==> config.mk <==
export PLATFORM = sky130hd
export DESIGN_NAME = cpu_controller
export DESIGN_NICKNAME = d
export VERILOG_FILES = /design/src/rtl/cpu_controller.sv
export SDC_FILE = /design/constraint.sdc
export NUM_CORES = 1
export LEC_CHECK = 0
export CORE_AREA = 2 2 45 58
export CTS_BUF_LIST = sky130_fd_sc_hd__clkbuf_2 sky130_fd_sc_hd__clkbuf_4 sky130_fd_sc_hd__clkbuf_8
export CTS_CLUSTER_DIAMETER = 60
export DETAILED_ROUTE_END_ITERATION = 7
export DIE_AREA = 0 0 47 60
export DONT_BUFFER_PORTS = 1
export SETUP_SLACK_MARGIN = 0.05
export SLEW_MARGIN = 0
export SYNTH_ARGS = -nofsm -noshare
export SYNTH_HDL_FRONTEND = slang
export SYNTH_SLANG_ARGS = --single-unit
==> constraint.sdc <==
create_clock -name clk -period 1.4 [get_ports clk]
set_input_delay 0.21 -clock clk [delete_from_list [all_inputs] [get_ports clk]]
set_output_delay 0.21 -clock clk [all_outputs]
set_load 0.005 [all_outputs]
==> src/rtl/cpu_controller.sv <==
// Moore controller that sequences instruction fetch, PC update, decode, execute and write-back
// for the simple CPU datapath and its instruction/data memory interface.
//
// state  | meaning
// -------+----------------------------------------------------------
// RST    | clear and load PC
// IF1    | present PC to memory, read
// IF2    | read continues, capture instruction into IR
// UPD    | load incremented PC
// DEC    | decode opcode/op, pick instruction path
// WIMM   | write sign-extended immediate into Rn
// GETA   | load Rn into A
// GETB   | load Rm into B
// EXEC   | ALU/shifter result into C
// CMPX   | compare, update status only
// WREG   | write C into Rd
// ADDR   | compute Rn + sximm5 into C
// LADDR  | latch C into data address register
// MRD1   | data read, first cycle
// MRD2   | data read, write mdata into Rd
// SGETB  | load Rd (store data) into B
// SPASS  | pass B through ALU into C
// SWR    | data write
// HALT   | stopped until reset
module cpu_controller (
   input  logic       clk,
   input  logic       reset,
   input  logic [2:0] opcode,
   input  logic [1:0] op,
   input  logic [1:0] sh,
   output logic [2:0] nsel,
   output logic [3:0] vsel,
   output logic       write,
   output logic       loada,
   output logic       loadb,
   output logic       loadc,
   output logic       loads,
   output logic       asel,
   output logic       bsel,
   output logic [1:0] ALUop,
   output logic [1:0] shift,
   output logic       load_ir,
   output logic       load_pc,
   output logic       reset_pc,
   output logic       load_addr,
   output logic       addr_sel,
   output logic [1:0] mem_cmd,
   output logic       halted
);
   localparam logic [2:0] OPC_MOV  = 3'b110;
   localparam logic [2:0] OPC_ALU  = 3'b101;
   localparam logic [2:0] OPC_LDR  = 3'b011;
   localparam logic [2:0] OPC_STR  = 3'b100;
   localparam logic [2:0] OPC_HALT = 3'b111;

   localparam logic [1:0] MEM_NONE  = 2'b00;
   localparam logic [1:0] MEM_READ  = 2'b01;
   localparam logic [1:0] MEM_WRITE = 2'b10;

   typedef enum logic [4:0] {
      S_RST, S_IF1, S_IF2, S_UPD, S_DEC, S_WIMM, S_GETA, S_GETB, S_EXEC, S_CMPX,
      S_WREG, S_ADDR, S_LADDR, S_MRD1, S_MRD2, S_SGETB, S_SPASS, S_SWR, S_HALT
   } state_t;

   state_t state, state_next;

   always_ff @(posedge clk) begin
      if (reset) state <= S_RST;
      else       state <= state_next;
   end

   always_comb begin
      state_next = state;
      case (state)
         S_RST:  state_next = S_IF1;
         S_IF1:  state_next = S_IF2;
         S_IF2:  state_next = S_UPD;
         S_UPD:  state_next = S_DEC;
         S_DEC: begin
            case (opcode)
               OPC_MOV: begin
                  if (op == 2'b10)      state_next = S_WIMM;
                  else if (op == 2'b00) state_next = S_GETB;
                  else                  state_next = S_IF1;
               end
               // MVN has no Rn operand, so it skips straight to loading B
               OPC_ALU:           state_next = (op == 2'b11) ? S_GETB : S_GETA;
               OPC_LDR, OPC_STR:  state_next = S_GETA;
               OPC_HALT:          state_next = S_HALT;
               default:           state_next = S_IF1;
            endcase
         end
         S_WIMM:  state_next = S_IF1;
         S_GETA:  state_next = (opcode == OPC_LDR || opcode == OPC_STR) ? S_ADDR : S_GETB;
         S_GETB:  state_next = (opcode == OPC_ALU && op == 2'b01) ? S_CMPX : S_EXEC;
         S_EXEC:  state_next = S_WREG;
         S_CMPX:  state_next = S_IF1;
         S_WREG:  state_next = S_IF1;
         S_ADDR:  state_next = S_LADDR;
         S_LADDR: state_next = (opcode == OPC_LDR) ? S_MRD1 : S_SGETB;
         S_MRD1:  state_next = S_MRD2;
         S_MRD2:  state_next = S_IF1;
         S_SGETB: state_next = S_SPASS;
         S_SPASS: state_next = S_SWR;
         S_SWR:   state_next = S_IF1;
         S_HALT:  state_next = S_HALT;
         default: state_next = S_RST;
      endcase
   end

   always_comb begin
      nsel      = 3'b000;
      vsel      = 4'b0000;
      write     = 1'b0;
      loada     = 1'b0;
      loadb     = 1'b0;
      loadc     = 1'b0;
      loads     = 1'b0;
      asel      = 1'b0;
      bsel      = 1'b0;
      ALUop     = 2'b00;
      shift     = 2'b00;
      load_ir   = 1'b0;
      load_pc   = 1'b0;
      reset_pc  = 1'b0;
      load_addr = 1'b0;
      addr_sel  = 1'b0;
      mem_cmd   = MEM_NONE;
      halted    = 1'b0;
      case (state)
         S_RST: begin
            reset_pc = 1'b1;
            load_pc  = 1'b1;
         end
         S_IF1: begin
            addr_sel = 1'b1;
            mem_cmd  = MEM_READ;
         end
         S_IF2: begin
            addr_sel = 1'b1;
            mem_cmd  = MEM_READ;
            load_ir  = 1'b1;
         end
         S_UPD:  load_pc = 1'b1;
         S_WIMM: begin
            nsel  = 3'b001;
            vsel  = 4'b0100;
            write = 1'b1;
         end
         S_GETA: begin
            nsel  = 3'b001;
            loada = 1'b1;
         end
         S_GETB: begin
            nsel  = 3'b100;
            loadb = 1'b1;
         end
         S_EXEC: begin
            shift = sh;
            loadc = 1'b1;
            if (opcode == OPC_MOV) begin
               asel  = 1'b1;
               ALUop = 2'b00;
            end else if (op == 2'b11) begin
               asel  = 1'b1;
               ALUop = 2'b11;
            end else begin
               ALUop = op;
            end
         end
         S_CMPX: begin
            shift = sh;
            ALUop = 2'b01;
            loads = 1'b1;
         end
         S_WREG: begin
            nsel  = 3'b010;
            vsel  = 4'b0001;
            write = 1'b1;
         end
         S_ADDR: begin
            bsel  = 1'b1;
            loadc = 1'b1;
         end
         S_LADDR: load_addr = 1'b1;
         S_MRD1:  mem_cmd = MEM_READ;
         S_MRD2: begin
            mem_cmd = MEM_READ;
            nsel    = 3'b010;
            vsel    = 4'b1000;
            write   = 1'b1;
         end
         S_SGETB: begin
            nsel  = 3'b010;
            loadb = 1'b1;
         end
         S_SPASS: begin
            asel  = 1'b1;
            loadc = 1'b1;
         end
         S_SWR:  mem_cmd = MEM_WRITE;
         S_HALT: halted = 1'b1;
         default: ;
      endcase
   end
endmodule

-- Word level (Yosys, flattened, before mapping)
Cells that the tools add are included.
W data, S select, Z words.
- register bits: 5
- input bits: 9
- output and inout port bits: 26
- logic and storage cells: 72
- equal/unequal tests: 26
- muxes and demuxes: 30
- reductions and logical operators: 15
- operators with widths (cell ; count):
    $pmux W5 S14 ; 1
    $eq A5 B4 Y1 const B ; 8
    $eq A5 B3 Y1 const B ; 4
    $pmux W5 S4 ; 1
    $mux W1 ; 16
    $eq A5 B5 Y1 const B ; 3
    $eq A3 B3 Y1 const B ; 4
    $pmux W4 S3 ; 1
    $reduce_or A2 Y1 ; 6
    $eq A5 B2 Y1 const B ; 2
    $pmux W3 S3 ; 1
    $reduce_or A3 Y1 ; 3
    $mux W2 ; 4
    $pmux W2 S2 ; 2
    $mux W3 ; 2
    $reduce_or A6 Y1 ; 1
    $eq A5 B1 Y1 const B ; 1
    $logic_not A5 Y1 ; 1
    $eq A2 B2 Y1 const B ; 2
    $mux W4 ; 1
    $reduce_or A4 Y1 ; 1
    $eq A3 B2 Y1 const B ; 1
    $eq A2 B1 Y1 const B ; 1
    $logic_not A2 Y1 ; 1
    other kinds (3) ; 3

-- Longest topological paths before layout
Gate-level depths: netlist of the first run.
- depth in word-level cells: 5
- gate-level depth with buffers: 6
- depth with buffers taken out: 4

-- Least setup slack after synthesis of the first run
OpenSTA, ideal clock, no wires.
- path kind: flip-flop to output port
- from: register state[3]
- to: output write
- arrival: 1145 ps
- data required time: 1190 ps
- setup slack: 45 ps
- stages on the path, launching flop included: 5
- path buffers: 2
- path through: dfxtp_1 buf_4 buf_4 or3b_1 a21oi_1
- longest elaborated chain between the ends: 3
- elaborated cells on any way between the ends: 5
- ends and longest elaborated chain (item ; RTL line ; source):
    start: declaration ; 65 ; state_t state, state_next;
    start signal: assignment ; 69 ; else state <= state_next;
    $eq A5 B4 Y1 or $eq A5 B3 Y1 (tied branches) ; 130 ; case (state)
    $reduce_or A3 Y1 (no source line) * ; - ;
    $mux W1 * ; 130 ;
    end: declaration ; 33 ; output logic write,
Every way passes the cells marked *; elsewhere a longest branch is shown, timed or not.

-- Final worst setup path of the first run
- from: register state[4]
- to: output nsel[2]
- longest elaborated chain between the ends: 3
- elaborated cells on any way between the ends: 9
- ends and longest elaborated chain (item ; RTL line ; source):
    $eq A5 B4 Y1 or $eq A5 B3 Y1 (tied branches) ; 130 ;
    $reduce_or A3 Y1 (no source line) or $reduce_or A2 Y1 (tied branches) ; - ;
    $pmux W3 S3 * ; 130 ;
    end: declaration ; 31 ; output logic [2:0] nsel,
Marked as above.

==> flow_summary.toml, run 1 <==
[global_route]
grt_pass1_wl_mm = 3.80
grt_start_max_net_pins = 17
track_usage = 0.187
grt_pass1_vias = 867
grt-ovfl-total = 0
antenna_found_initial = 0

[sta]
finalCritPeriodShare = 1.10
setup_viol = 21
grt_setup_unrepaired = "true"
hold_viol = 0
finalClockSkew_ns = 0.00446
holdWs_ns = 0.137
tns_ns = -1.38
worst_slack_ns = -0.134
period_needed_ns = 1.53
drv_slew = 0
fmax_ghz = 0.652

[finish]
largestRegisters = "state: 5 flops"
max_flop_register = "state"
num_antenna_cells = 0
multi_input_area_um2 = 776
regArea_um2 = 111
largest_register_ffs = 5
fin_nets = 149
fillers = 219
drive_above_1_share = 0.518
stdcell_count = 172
syn_to_final_growth_pct = 55.7

[logic_synthesis]
synth_cells = 122
synth_area_um2 = 771
ys_warn_count = 0
synth_cell_types = 44
ys_top_cells_by_area = "dfxtp_1 (13%), nor2_1 (12%), nand2_1 (5.4%)"
synth_top_area_frac = 0.130
synth_area_leader_cell = "dfxtp_1"
async_flop_share = 0
synth_most_common_cell = "nor2_1"
avgSynthCellArea_um2 = 6.32
synth_edf_count = 0
synth_seq_cells = 5
synth_flop_cell = "dfxtp_1"
syn_nets = 131
synth-seq-area-share = 0.130
synthTopCellsByCount = "nor2_1 (24), nand2_1 (11), a21oi_1 (8), buf_2 (7), nor3_1 (6)"

[worst_setup_path]
r2r-start = "state[0]"
worstSetupPathType = "reg -> out"
critPathCaptureType = "output port"
reg2reg_to = "state[0]"
arrival_ns = 1.32
crit_path_start_kind = "flip-flop"
ff2ff_path_depth = 6
crit_required_ns = 1.19
cp_max_fo = 4
r2r_setup_slack_ns = -0.12

[power]
leakage_nw = 0.471
clkPwrFrac = 0.161
switching_power_uw = 495
max-vdd-ir-drop_mv = 0.459
finalPower_mw = 1.17
p_int_uw = 672
sequentialPowerShare = 0.185
swShare = 0.424
cellPowerDensity_nw_per_um2 = 972
comb_power_share = 0.654

[clock_network]
cts_tree = "done"
clock-sinks = 5
ctsHtreeMaxLevel = 1
clk_pin_slew_ns = 0.04
root_buffer = "clkbuf_4"
cts_made_buffers = 3
cts.path.max_buffers = 2
hold_buffers = 0
clock_latency_ns = 0.24

[run_status]
violations = "negative setup slack"
status = "finished, violations left"

[detailed_routing]
drtPass1Iterations = 4
ant_nets = 0
vias = 976
drc = 0
wl_per_cell_um = 15.1
routed_wl_mm = 2.61
vias_per_cell = 5.67
drtIter0Drc = 15

[placement]
dp_slack_ns = 0.0236
dp_hpwl_mm = 1.79
dp.cells = 159
io_buffers = 0
gp_congestion = 0.840

[floorplanning]
core.rowCount = 20
die_h_um = 60
die-width_um = 47
core_um2 = 2300
ios = 35
start_util = 0.335
dieArea_um2 = 2820

[min_path]
hold_end = "state[3]"
hold_path_startpoint = "reset"
worstHoldPathCells = 2
hold_class = "in -> reg"

[run]
maxCapViolations = 0
## worst max-delay path: stages, from the launching register on
cell and delay (ns):
dfxtp_2 0.32, buf_6 0.11, or3b_4 0.40, nor2_4 0.14, buf_6 0.11
## final cells by class
cell class	count	share of cell area
Clock buffer	4	0.0250
Inverter	2	0.00626
Multi-Input combinational cell	102	0.647
Sequential cell	5	0.0928
Tap cell	33	0.0344
Timing Repair Buffer	26	0.195
## kinds of logic (layout without fill, tap and decap cells)
group,count (synthesis),count (layout),synth area share
xor gates and xnor gates,1,1,0.0114
buffers and inverters,15,32,0.109
AOI/OAI and AO/OA,27,27,0.231
DFF,5,5,0.130
other,1,1,0.00487
and+or+nand+nor,73,73,0.515
## routing by layer
| layer | up-vias | global-route usage | share of wire |
|---|---|---|---|
| li1 | 462 | - | - |
| met1 | 464 | 0.187 | 0.36 |
| met2 | 40 | 0.360 | 0.57 |
| met3 | 10 | 0.0332 | 0.051 |
| met4 | 0 | 0.0675 | 0.020 |
| met5 | - | 0 | 0 |
## worst max-delay path by stage
| stage | start | to | slack, ns | depth (start not counted) |
|---|---|---|---|---|
| final | state[4] | nsel[2] | -0.13 | 4 |
| after global routing | state[4] | nsel[2] | -0.18 | 4 |
| after CTS | state[4] | ALUop[1] | -0.13 | 4 |
| after detailed placement | state[0] | state[2] | 0.02 | 5 |
| after global placement | state[4] | state[0] | 0.05 | 5 |
| after floorplan | state[3] | write | 0.06 | 4 |
## power by group through the flow
stage	Clock [mW]	Combinational, mW	Sequential (mW)
floorplan	0	0.375	0.172
global placement	0	0.491	0.199
detailed placement	0	0.504	0.199
CTS	0.192	0.691	0.212
global route	0.206	0.821	0.220
finish	0.188	0.763	0.216
## cell usage in the layout, fill, tap and decap left out, types with 2 or more instances in the layout
master and instances:
dfxtp_2 3, or3_4 2, nand2b_4 2, a31oi_1 5, nand3b_1 5, buf_6 7
o21bai_1 2, nor2_2 7, nor2_4 7, nor3_4 2, or3b_4 2, buf_4 18
nor3_1 3, nor2b_4 2, a21oi_1 6, dfxtp_4 2, clkbuf_4 4, o21ai_0 3
nand2_1 10, nor3b_4 2, a21oi_2 2, nor2_1 11
## stage by stage
step                      utilization  cell area, µm²
after detailed placement        0.382             880
final                           0.521            1200
after global placement          0.382             880
after global routing            0.521            1200
after CTS                       0.493            1130
after floorplan                     -             774
## what timing repair did
action                     4_1_cts  5_1_grt
setup buffers                    7        2
setup endpoints to repair       25       29
resized for setup               46       12
pin swaps                        8        3
(Power assumes the default switching activity.)
==> run 2, diff against run 1 <==
Settings changed: CORE_AREA 2 2 45 58 to 2 2 49 62, DIE_AREA 0 0 47 60 to 0 0 51 64.
==> run 2 against run 1 <==
  * Clock skew up 0.0032 ns
  * Setup slack got worse by 0.0036 ns
  * Count of clock-buffer cells in the layout did not move
  * Routed wire length is 12% higher
  * Highest routed layer unchanged
  * The flow still finishes with violations (negative setup slack)
  * Sequential power is 2% lower
  * Maximum frequency down 0.23%
  * Critical path depth shrank 1
  * Hold slack better by 0.0077 ns
  * Die area grew 16%
  * Register-to-register slack improved by 0.12 ns
  * Combinational power rose by 21%
==> flow_summary.toml, run 2 (synthesis results as in run 1) <==
[finish]
max_flop_register = "state"
fin_nets = 155
drive_above_1_share = 0.579
fillers = 231
num_antenna_cells = 0
final_common_cell = "buf_4"
largestRegisters = "state: 5 flops"
largest_register_ffs = 5
final_cell_mix = "buf_4 (21), nor2_1 (11), buf_6 (10)"
syn_to_final_growth_pct = 71.4

[min_path]
hold_class = "in -> reg"

[worst_setup_path]
arrival_ns = 1.33
critPathCaptureType = "output port"
cp_max_fo = 6
crit_required_ns = 1.19
crit_path_start_kind = "flip-flop"
worstSetupPathType = "reg -> out"

[sta]
fmax_ghz = 0.651
drv_slew = 0
finalClockSkew_ns = 0.00765
worst_slack_ns = -0.137
grt_setup_unrepaired = "true"
finalCritPeriodShare = 1.10
hold_viol = 0
setup_viol = 16
period_needed_ns = 1.54
tns_ns = -1.15

[global_route]
grt-ovfl-total = 0
grt_pass1_wl_mm = 4.12
grt_pass1_vias = 934
track_usage = 0.167
antenna_found_initial = 0
grt_start_max_net_pins = 16

[run]
maxCapViolations = 0

[floorplanning]
start_util = 0.290
ios = 35
die_h_um = 64
die-width_um = 51
dieArea_um2 = 3260
core_um2 = 2650
core.rowCount = 21

[clock_network]
root_buffer = "clkbuf_4"
clock_latency_ns = 0.26
cts.path.max_buffers = 2
cts_made_buffers = 3
clk_pin_slew_ns = 0.04
clock-sinks = 5
ctsHtreeMaxLevel = 1
cts_tree = "done"

[detailed_routing]
drtPass1Iterations = 4
drtIter0Drc = 31
ant_nets = 0
routed_wl_mm = 2.91
vias_per_cell = 5.42
vias = 971
drc = 0
wl_per_cell_um = 16.3

[placement]
dp_slack_ns = -0.0000647
gp_congestion = 0.863
dp_hpwl_mm = 1.71
io_buffers = 0

[power]
switching_power_uw = 579
sequentialPowerShare = 0.158
clkPwrFrac = 0.149
comb_power_share = 0.692
swShare = 0.435
max-vdd-ir-drop_mv = 0.671
p_int_uw = 753
finalPower_mw = 1.33
cellPowerDensity_nw_per_um2 = 1010
leakage_nw = 0.514

[run_status]
status = "finished, violations left"
violations = "negative setup slack"
-- run 2: timing repair --
item,4_1_cts,5_1_grt
pin swaps,11,13
hold buffers,0,0
endpoints found under the setup margin,26,29
gates resized for setup,41,33
buffers inserted,6,8
-- run 2: critical path, cell delays in order (launching register included) --
cell     delay (ns)
dfxtp_4        0.36
or3b_4         0.46
nor2_4         0.15
buf_6          0.11
-- run 2: layer usage --
layer / vias up / GRT usage / routed length (µm)
li1: 477 / - / -
met1: 449 / 0.158 / 1040
met2: 37 / 0.330 / 1720
met3: 8 / 0.0210 / 92
met4: 0 / 0.0912 / 66
met5: - / 0 / 0
-- run 2: worst paths after layout --
kind         cells past startpoint  endpoint  slack [ns]     start
max                              3   nsel[2]       -0.14  state[3]
min                              2  state[3]        0.14     reset
max reg2reg                      5  state[0]           0  state[4]
min reg2reg                      3  state[1]        0.72  state[3]
-- run 2: area by class of cell --
cell class	count	area, µm²	share of cell area
Inverter	2	7.51	0.00568
Timing Repair Buffer	32	290	0.220
Tap cell	34	42.5	0.0322
Sequential cell	5	119	0.0900
Clock buffer	4	30.0	0.0227
Multi-Input combinational cell	102	832	0.630
-- run 2: power by group through the flow --
stage	logic, mW	clock network [mW]	registers (mW)
2_1_floorplan	0.375	0	0.172
3_3_place_gp	0.469	0	0.201
3_5_place_dp	0.471	0	0.202
4_1_cts	0.670	0.202	0.207
5_1_grt	0.980	0.211	0.211
6_report	0.922	0.199	0.211
-- run 2: through the flow --
step | std cells | hold WS (ns) | util | area (µm²)
6_report | 179 | 0.145 | 0.498 | 1320
5_1_grt | 179 | 0.148 | 0.498 | 1320
4_1_cts | 172 | 0.130 | 0.417 | 1110
3_5_place_dp | 162 | 0.402 | 0.333 | 883
3_3_place_gp | 162 | 0.391 | 0.333 | 883
2_1_floorplan | 122 | 0.379 | - | 774
